===== src/rtl/lorenz_pkg.sv =====
// Shared defaults, fixed-point constants and FSM state type for the Lorenz DDA integrator.
package lorenz_pkg;

  localparam int W_DEFAULT        = 27;
  localparam int F_DEFAULT        = 20;
  localparam int DT_SHIFT_DEFAULT = 8;

  localparam logic [W_DEFAULT-1:0] ONE = W_DEFAULT'(1) << F_DEFAULT;

  typedef enum logic [2:0] {
    StIdle,
    StMulA,
    StMulB,
    StMulC,
    StMulD,
    StUpdate
  } state_e;

endpackage


===== src/rtl/fix_mult.sv =====
// Signed fixed-point multiply: full 2W-bit product, arithmetic shift by F, truncate to W bits.
module fix_mult
  import lorenz_pkg::*;
#(
  parameter int W = W_DEFAULT,
  parameter int F = F_DEFAULT
) (
  input  logic signed [W-1:0] a,
  input  logic signed [W-1:0] b,
  output logic signed [W-1:0] p
);

  logic signed [2*W-1:0] a_ext;
  logic signed [2*W-1:0] b_ext;
  logic signed [2*W-1:0] full;
  logic        [W-F-1:0] unused_hi;
  logic        [F-1:0]   unused_lo;

  assign a_ext = {{W{a[W-1]}}, a};
  assign b_ext = {{W{b[W-1]}}, b};
  assign full  = a_ext * b_ext;

  // Taking bits [F+W-1:F] is the >>> F followed by truncation; no rounding.
  assign {unused_hi, p, unused_lo} = full;

endmodule


===== src/rtl/lorenz_dda_integrator.sv =====
// One forward-Euler step of the Lorenz system per step edge, sharing a single fixed-point
// multiplier across four multiply states.
module lorenz_dda_integrator
  import lorenz_pkg::*;
#(
  parameter int W        = W_DEFAULT,
  parameter int F        = F_DEFAULT,
  parameter int DT_SHIFT = DT_SHIFT_DEFAULT
) (
  input  logic                clk,
  input  logic                reset_n,
  input  logic signed [W-1:0] sigma,
  input  logic signed [W-1:0] rho,
  input  logic signed [W-1:0] beta,
  input  logic signed [W-1:0] x0,
  input  logic signed [W-1:0] y0,
  input  logic signed [W-1:0] z0,
  input  logic                init,
  input  logic                step,
  output logic signed [W-1:0] x_out,
  output logic signed [W-1:0] y_out,
  output logic signed [W-1:0] z_out,
  output logic                busy,
  output logic                done,
  output logic [31:0]         step_count
);

  state_e state_q, state_d;

  logic prev_step_q;
  logic armed_q, armed_d;
  logic edge_q, edge_d;

  logic signed [W-1:0] x_q, x_d;
  logic signed [W-1:0] y_q, y_d;
  logic signed [W-1:0] z_q, z_d;
  logic signed [W-1:0] dx_q, dx_d;
  logic signed [W-1:0] dy_q, dy_d;
  logic signed [W-1:0] dz_q, dz_d;
  logic signed [W-1:0] pxy_q, pxy_d;

  logic [31:0] count_q, count_d;
  logic        busy_q, busy_d;
  logic        done_q, done_d;

  logic signed [W-1:0] mul_a, mul_b, mul_p;
  logic signed [W-1:0] sum_pre;

  fix_mult #(
    .W(W),
    .F(F)
  ) u_fix_mult (
    .a(mul_a),
    .b(mul_b),
    .p(mul_p)
  );

  // armed_q blocks a step edge until step has been seen low once after reset.
  assign armed_d = armed_q | ~step;
  assign edge_d  = step & ~prev_step_q & armed_q & ~init & (state_q == StIdle);

  always_comb begin
    state_d = state_q;
    mul_a   = '0;
    mul_b   = '0;
    sum_pre = '0;
    x_d     = x_q;
    y_d     = y_q;
    z_d     = z_q;
    dx_d    = dx_q;
    dy_d    = dy_q;
    dz_d    = dz_q;
    pxy_d   = pxy_q;
    count_d = count_q;
    done_d  = 1'b0;

    unique case (state_q)
      StIdle: begin
        if (edge_q) state_d = StMulA;
      end
      StMulA: begin
        mul_a   = sigma;
        mul_b   = y_q - x_q;
        dx_d    = mul_p >>> DT_SHIFT;
        state_d = StMulB;
      end
      StMulB: begin
        mul_a   = x_q;
        mul_b   = rho - z_q;
        sum_pre = mul_p - y_q;
        dy_d    = sum_pre >>> DT_SHIFT;
        state_d = StMulC;
      end
      StMulC: begin
        mul_a   = x_q;
        mul_b   = y_q;
        pxy_d   = mul_p;
        state_d = StMulD;
      end
      StMulD: begin
        mul_a   = beta;
        mul_b   = z_q;
        sum_pre = pxy_q - mul_p;
        dz_d    = sum_pre >>> DT_SHIFT;
        state_d = StUpdate;
      end
      StUpdate: begin
        x_d     = x_q + dx_q;
        y_d     = y_q + dy_q;
        z_d     = z_q + dz_q;
        count_d = count_q + 32'd1;
        done_d  = 1'b1;
        state_d = StIdle;
      end
      default: state_d = StIdle;
    endcase

    // init overrides everything, including a commit that would land this cycle.
    if (init) begin
      state_d = StIdle;
      x_d     = x0;
      y_d     = y0;
      z_d     = z0;
      count_d = '0;
      done_d  = 1'b0;
    end
  end

  assign busy_d = (state_d != StIdle);

  always_ff @(posedge clk or negedge reset_n) begin
    if (!reset_n) begin
      state_q     <= StIdle;
      prev_step_q <= 1'b0;
      armed_q     <= 1'b0;
      edge_q      <= 1'b0;
      x_q         <= '0;
      y_q         <= '0;
      z_q         <= '0;
      dx_q        <= '0;
      dy_q        <= '0;
      dz_q        <= '0;
      pxy_q       <= '0;
      count_q     <= '0;
      busy_q      <= 1'b0;
      done_q      <= 1'b0;
    end else begin
      state_q     <= state_d;
      prev_step_q <= step;
      armed_q     <= armed_d;
      edge_q      <= edge_d;
      x_q         <= x_d;
      y_q         <= y_d;
      z_q         <= z_d;
      dx_q        <= dx_d;
      dy_q        <= dy_d;
      dz_q        <= dz_d;
      pxy_q       <= pxy_d;
      count_q     <= count_d;
      busy_q      <= busy_d;
      done_q      <= done_d;
    end
  end

  assign x_out      = x_q;
  assign y_out      = y_q;
  assign z_out      = z_q;
  assign busy       = busy_q;
  assign done       = done_q;
  assign step_count = count_q;

endmodule


===== config.mk =====
export PLATFORM = sky130hd
export DESIGN_NAME = lorenz_dda_integrator
export DESIGN_NICKNAME = d
export VERILOG_FILES = /design/src/rtl/lorenz_pkg.sv /design/src/rtl/fix_mult.sv /design/src/rtl/lorenz_dda_integrator.sv
export SDC_FILE = /design/constraint.sdc
export NUM_CORES = 2
export LEC_CHECK = 0
export ABC_AREA = 0
export CORE_MARGIN = 10
export CORE_UTILIZATION = 38
export CTS_BUF_LIST = sky130_fd_sc_hd__clkbuf_2
export DETAILED_ROUTE_END_ITERATION = 16
export PLACE_DENSITY = 0.68
export REMOVE_ABC_BUFFERS = 1
export SLEW_MARGIN = 20
export SYNTH_ARGS = -nofsm -noshare
export SYNTH_HDL_FRONTEND = slang
export SYNTH_HIERARCHICAL = 1
export SYNTH_SLANG_ARGS = --single-unit
export TNS_END_PERCENT = 30

===== constraint.sdc =====
create_clock -name clk -period 32.5 [get_ports clk]
set_input_delay 3.25 -clock clk [delete_from_list [all_inputs] [get_ports clk]]
set_output_delay 3.25 -clock clk [all_outputs]
set_load 0.01 [all_outputs]

* Yosys cells after proc, flatten, opt, wreduce, memory -nomap -nowiden
Cells that the tools add are included.
** Word-level totals
- Bits in registers :: 205
- Bits of input ports :: 166
- Output and inout port bits :: 115
- Logic and storage cells :: 55
** Operators by class
- $add $sub $neg :: 8
- Multipliers :: 1
- Equal/unequal tests :: 5
- Muxes and demuxes :: 15
- Bitwise gates (word level) :: 8
- Reduce and logical (&&, ||, !) cells :: 4
** Operators by type and width (count)
- $mux 27 :: 6
- $pmux 27 s4 :: 1
- $sub 27x27->27 :: 4
- $add 27x19->27 :: 3
- $pmux 27 s3 :: 1
- $mux 32 :: 2
- $mul 27x27->47 :: 1
- $add 32x1->32 const B :: 1
- $pmux 3 s5 :: 1
- $eq 3x2->1 const B :: 2
- $eq 3x3->1 const B :: 2
- $mux 3 :: 2
- $and 1x1->1 :: 4
- $eq 3x1->1 const B :: 1
- $logic_not 3->1 :: 1
- $not 1->1 :: 3
- $reduce_bool 3->1 :: 1
- $mux 1 :: 2
- $reduce_bool 2->1 :: 1
- $reduce_or 2->1 :: 1
- $or 1x1->1 :: 1

* Depth between registers and ports, before layout
- Depth after elaboration :: 5
- Gate-level depth with buffers :: 51
- Depth with buffers taken out :: 49

* By module
Netlist, hierarchy kept.
** Modules (own cells, without submodules)
- fix_mult :: instances 1, cells each 2579, area each 23595.1 µm², seq. area each 0.0 µm²
- lorenz_dda_integrator :: instances 1, cells each 2117, area each 17342.9 µm², seq. area each 5129.9 µm²

* Worst setup path after synthesis
Ideal clock, no wire load.
- Kind :: input -> register
- From :: input port rho[0]
- To :: register dy_q[16]
- Library setup time :: 0.095 ns
- Arrival time :: 13.360 ns
- Data required time :: 32.405 ns
- Setup slack :: 19.044 ns
- Cell stages on the path :: 45
- Buffers on the path :: 2
- Path through :: inv_1 -> ha_1 -> fa_1 -> nor2b_1 -> o21a_1 -> o21ai_2 -> a221oi_2 -> nor2b_1 -> o21ai_0 -> xor2_1 -> a222oi_1 -> o21ai_0 -> clkbuf_1 -> clkbuf_1 -> nand2_1 -> fa_1 -> fa_1 -> inv_1 -> [... 9 more ...] -> ha_1 -> a211oi_2 -> nor2_1 -> or3_1 -> a21o_1 -> nand4_4 -> a211oi_4 -> a211oi_1 -> xnor2_1 -> ha_1 -> a21o_1 -> a21o_1 -> a21oi_1 -> o22ai_1 -> or2_4 -> o311a_1 -> o31a_1 -> o31ai_1
** On the way
- Cells in the longest elaborated chain, start to end :: 4
** RTL lines
- start: declaration :: RTL line lorenz_dda_integrator.sv:13 : input logic signed [W-1:0] rho,
- $sub 27x27->27 :: RTL line lorenz_dda_integrator.sv:89 : mul_b = rho - z_q;
- $pmux 27 s4 :: RTL line lorenz_dda_integrator.sv:77 : unique case (state_q)
- named net mul_b[12] :: RTL line lorenz_dda_integrator.sv:46 : logic signed [W-1:0] mul_a, mul_b, mul_p;
- $mul 27x27->47 :: RTL line fix_mult.sv:21 : assign full = a_ext * b_ext;
- named net mul_p[14] :: RTL line lorenz_dda_integrator.sv:46
- $sub 27x27->27 :: RTL line lorenz_dda_integrator.sv:90 : sum_pre = mul_p - y_q;
- end signal: assignment :: RTL line lorenz_dda_integrator.sv:156 : dy_q <= dy_d;
- end: declaration :: RTL line lorenz_dda_integrator.sv:38 : logic signed [W-1:0] dy_q, dy_d;
The timed path passes the listed nets, and every way through them passes these cells.
A chain may end at the register's enable or synchronous reset.

* Final worst setup path
- From :: input port rho[1]
- To :: register dz_q[15]
** On the way
- Cells in the longest elaborated chain, start to end :: 4
** RTL lines
- $sub 27x27->27 :: RTL line lorenz_dda_integrator.sv:89
- $pmux 27 s4 :: RTL line lorenz_dda_integrator.sv:77
- named net mul_b[17] :: RTL line lorenz_dda_integrator.sv:46
- $mul 27x27->47 :: RTL line fix_mult.sv:21
- named net mul_p[7] :: RTL line lorenz_dda_integrator.sv:46
- $sub 27x27->27 :: RTL line lorenz_dda_integrator.sv:103 : sum_pre = pxy_q - mul_p;
- end signal: assignment :: RTL line lorenz_dda_integrator.sv:157 : dz_q <= dz_d;
- end: declaration :: RTL line lorenz_dda_integrator.sv:39 : logic signed [W-1:0] dz_q, dz_d;
The timed path passes the listed nets, and every way through them passes these cells.

==> impl_results.md <==
* CP endpoint kind: register
* Gpl congestion at 0.938
* Crit path max-delay cell type: o21ai_0
* IO Pins at 281
* First-pass GRT wire length at 208000 microns
* Status: finished clean
* Worst hold start: armed_q$_DFF_PN0_
* Pin count of the biggest net entering global routing at 122
* RSZ-0062 raised after global routing: no
* Post-route setup slack at 17.62 ns
* Maximum clock path buffer count at 3
* Max-slew headroom at 23.2%
* Post-DP HPWL at 106000 microns
* Remaining antenna violation count after routing at 0
* Final #Nets at 6087
* Slew Limit Fails at 0
* Max FO, Critical Path at 27
* Clock slew at reported path FFs at 0.10 ns
* Vias in the first global route at 35500
* Fraction of layout cells with a size suffix above 1 at 5.21%
* Total GRT Usage at 22.0%
* CTS buffer count at 55
* CP Data Arrival Time at 15.80 ns
* Yosys reg bits at 205
* Mean post-synth cell area at 8.72 sq um
* Synth Instances at 4696
* Hold-fix buffers, CTS at 0
* DR pass1 iterations at 6
* Clk root buf: clkbuf_2
* Distinct cell type count after synthesis at 86
* Antenna violations before repair at 8
* Max cap viols at 0
* Cell row count at 120
* Number of remaining DRC errors at 0
* R2R Path Start: z_out[1]$_DFFE_PN0P_
* R2R cell count at 48
* Clock skew at 0.228 ns
* Tightest Pin Transition at 1.15 ns
* Critical path launch point type: primary input
* Req. time, crit path at 33.43 ns
* Delay of the slowest cell on the worst path at 0.70 ns
* Post-synth EDFFs at 0
* Most used DFF post-synth: dfrtp_1
* Worst skew pair latency at 1.21 ns
* Gr ovfl total at 0
* Synth Cell Area at 0.0409 sq mm
* Setup Total Neg Slack at 0 ns
* DRT iter0 DRCs at 2888
* Synth warn at 6
* Port bufs at 280
* Seq/Total Area, Yosys at 12.5%
* WS Path Type: in2reg
* Min-delay worst type: reg2reg
* DR vias at 34000
* Final setup fails at 0
* Fin. Hold Viols at 0
* Die ar. at 0.121 sq mm
* Post-CTS Setup Repair Bufs at 0
* Peak Freq at 0.0672 GHz
* Async set-or-reset flop fraction in the synthesized netlist at 100%
* Post-DR wirelength/cell at 21.0 microns
* Pwr per Cell Area at 42.3 mW/mm^2
* Starting Density at 38.2%
* Reg-to-reg slack, setup at 19.56 ns
* Period utilization at 45.8%
* Hold Crit Depth at 1
* Pre-CTS setup slack at 16.85 ns
* CTS tree: yes
* CTS Sinks at 205
* Core box area at 0.107 sq mm
* Synth-to-Final Area Change at 12.8%
* Reg2Reg Capture Point: dz_q[15]$_DFFE_PN0N_
* Buffers plus inverters on the worst setup path at 9
* Worst vdd ir at 0.0362 mV
* Wire length after detailed routing at 134000 microns
* Hold Path End: armed_q$_DFF_PN0_
* Drt via density at 5.35
* FILL cells at 10600
* Die Height at 348 microns
* Die width at 348 microns
* Leak Pwr at 0.0228 uW
* CTS resizes at 0
* # H-tree levels at 2
* Final min period at 14.88 ns
* Kind of cell adding the most delay to the critical path: compound AO/OA/AOI/OAI gates
[worst max path at each step]
stage | start | to | slack [ns] | depth (start not counted)
global route | rho[1] | dz_q[15]$_DFFE_PN0N_ | 17.03 | 48
finish | rho[1] | dz_q[15]$_DFFE_PN0N_ | 17.62 | 48
floorplan | rho[1] | dy_q[16]$_DFFE_PN0P_ | 18.37 | 42
detailed placement | rho[1] | dz_q[15]$_DFFE_PN0N_ | 16.85 | 48
global placement | rho[1] | dz_q[15]$_DFFE_PN0N_ | 16.92 | 48
CTS | rho[1] | dz_q[15]$_DFFE_PN0N_ | 17.99 | 48
[kinds of logic (layout without fill, tap and decap cells)]
| kind of cell | count (synthesis) | in the layout | synth area share (%) |
|---|---|---|---|
| xor+xnor | 229 | 229 | 4.90 |
| other cells | 0 | 2 | 0 |
| compound gates | 774 | 774 | 12.3 |
| fa+ha+maj | 1013 | 1013 | 43.6 |
| flops | 205 | 205 | 12.5 |
| mux | 31 | 31 | 0.810 |
| simple gates | 1358 | 1358 | 16.0 |
| buf+inv | 1086 | 1342 | 9.96 |
[power breakdown]
part	internal (uW)	leakage [uW]	switching [uW]
combinational	544	0.0199	834
clock	63.2	0.000360	132
sequential	315	0.00250	67.1
[flip-flops by register name (all words and copies together), names as in the netlist]
register     count
dx_q            19
done             1
y_out           27
edge_q           1
prev_step_q      1
busy             1
armed_q          1
z_out           27
x_out           27
step_count      32
dz_q            19
state_q          3
dy_q            19
pxy_q           27
[cells in the mapped netlist, types with 5 or more instances]
cell,instances,area share (%)
nor3b_1,7,0.13
a21oi_1,170,2.1
and3_1,16,0.24
a222oi_1,17,0.42
xor2_1,102,2.2
o21a_1,21,0.39
buf_1,21,0.19
or2_2,6,0.092
nor2_1,183,1.7
mux2_2,17,0.47
o22ai_1,30,0.46
o211ai_1,13,0.24
nand2b_1,32,0.49
and4_1,9,0.19
and2_1,362,5.5
nand3_1,37,0.45
inv_1,886,8.1
a31oi_1,18,0.28
mux2i_1,14,0.34
nor4_1,7,0.11
o31a_1,5,0.11
nand2_1,594,5.4
o221ai_1,5,0.11
xnor2_1,127,2.7
a22oi_1,36,0.66
nand4_1,24,0.37
o21bai_1,23,0.42
dfrtp_1,205,13
o21ai_1,20,0.24
o31ai_1,12,0.22
a21o_1,70,1.3
o21ai_0,234,2.9
nor2b_1,29,0.44
o311ai_0,6,0.13
or3_1,13,0.20
ha_1,326,10
fa_1,687,34
a211o_1,5,0.11
a211oi_1,19,0.35
nor3_1,27,0.33
clkbuf_1,179,1.6
[final cells by class]
cell class	instances	area, sq um	share of cell area, %
diodes	2	5.00	0.0108
clock buffers	72	360	0.781
clock inverters	29	123	0.266
inverters	886	3330	7.20
multi-input cells	3405	32100	69.5
flip-flops and latches	205	5130	11.1
well taps	1403	1760	3.80
repair buffers	355	3370	7.30
[per-layer routing]
layer | global-route usage, % | vias to the layer above | share of wire [%]
met2 | 35.8 | 1424 | 46
met3 | 4.06 | 303 | 8.4
met5 | 0 | - | 0.018
met4 | 7.49 | 4 | 3.9
met1 | 29.1 | 17100 | 41
li1 | - | 15200 | -
[stage by stage]
step           total power, uW  util, %  instances  hold WS, ns  area [sq um]
2_1_floorplan             1310        -       4496        0.426         40200
3_3_place_gp              1710     42.7       6254        0.442         45700
3_5_place_dp              1730     42.7       6254        0.454         45700
4_1_cts                   1940     43.1       6355        0.473         46200
5_1_grt                   2130     43.1       6356        0.497         46200
6_report                  1960     43.1       6357        0.465         46200
[placed cells by master (no fill, tap or decap), drive strengths merged, types with 70 or more instances in the layout]
cell type      synthesis  final
and2                 362    362
ha                   326    326
clkbuf               179     72
nand2                594    594
xor2                 102    102
buf                   21     77
xnor2                127    127
a21o                  70     70
a21oi                174    174
o21ai                258    258
nor2                 184    184
fa                   687    687
clkdlybuf4s50          0    278
dfrtp                205    205
inv                  886    889
Power figures use the tool's default switching activity.
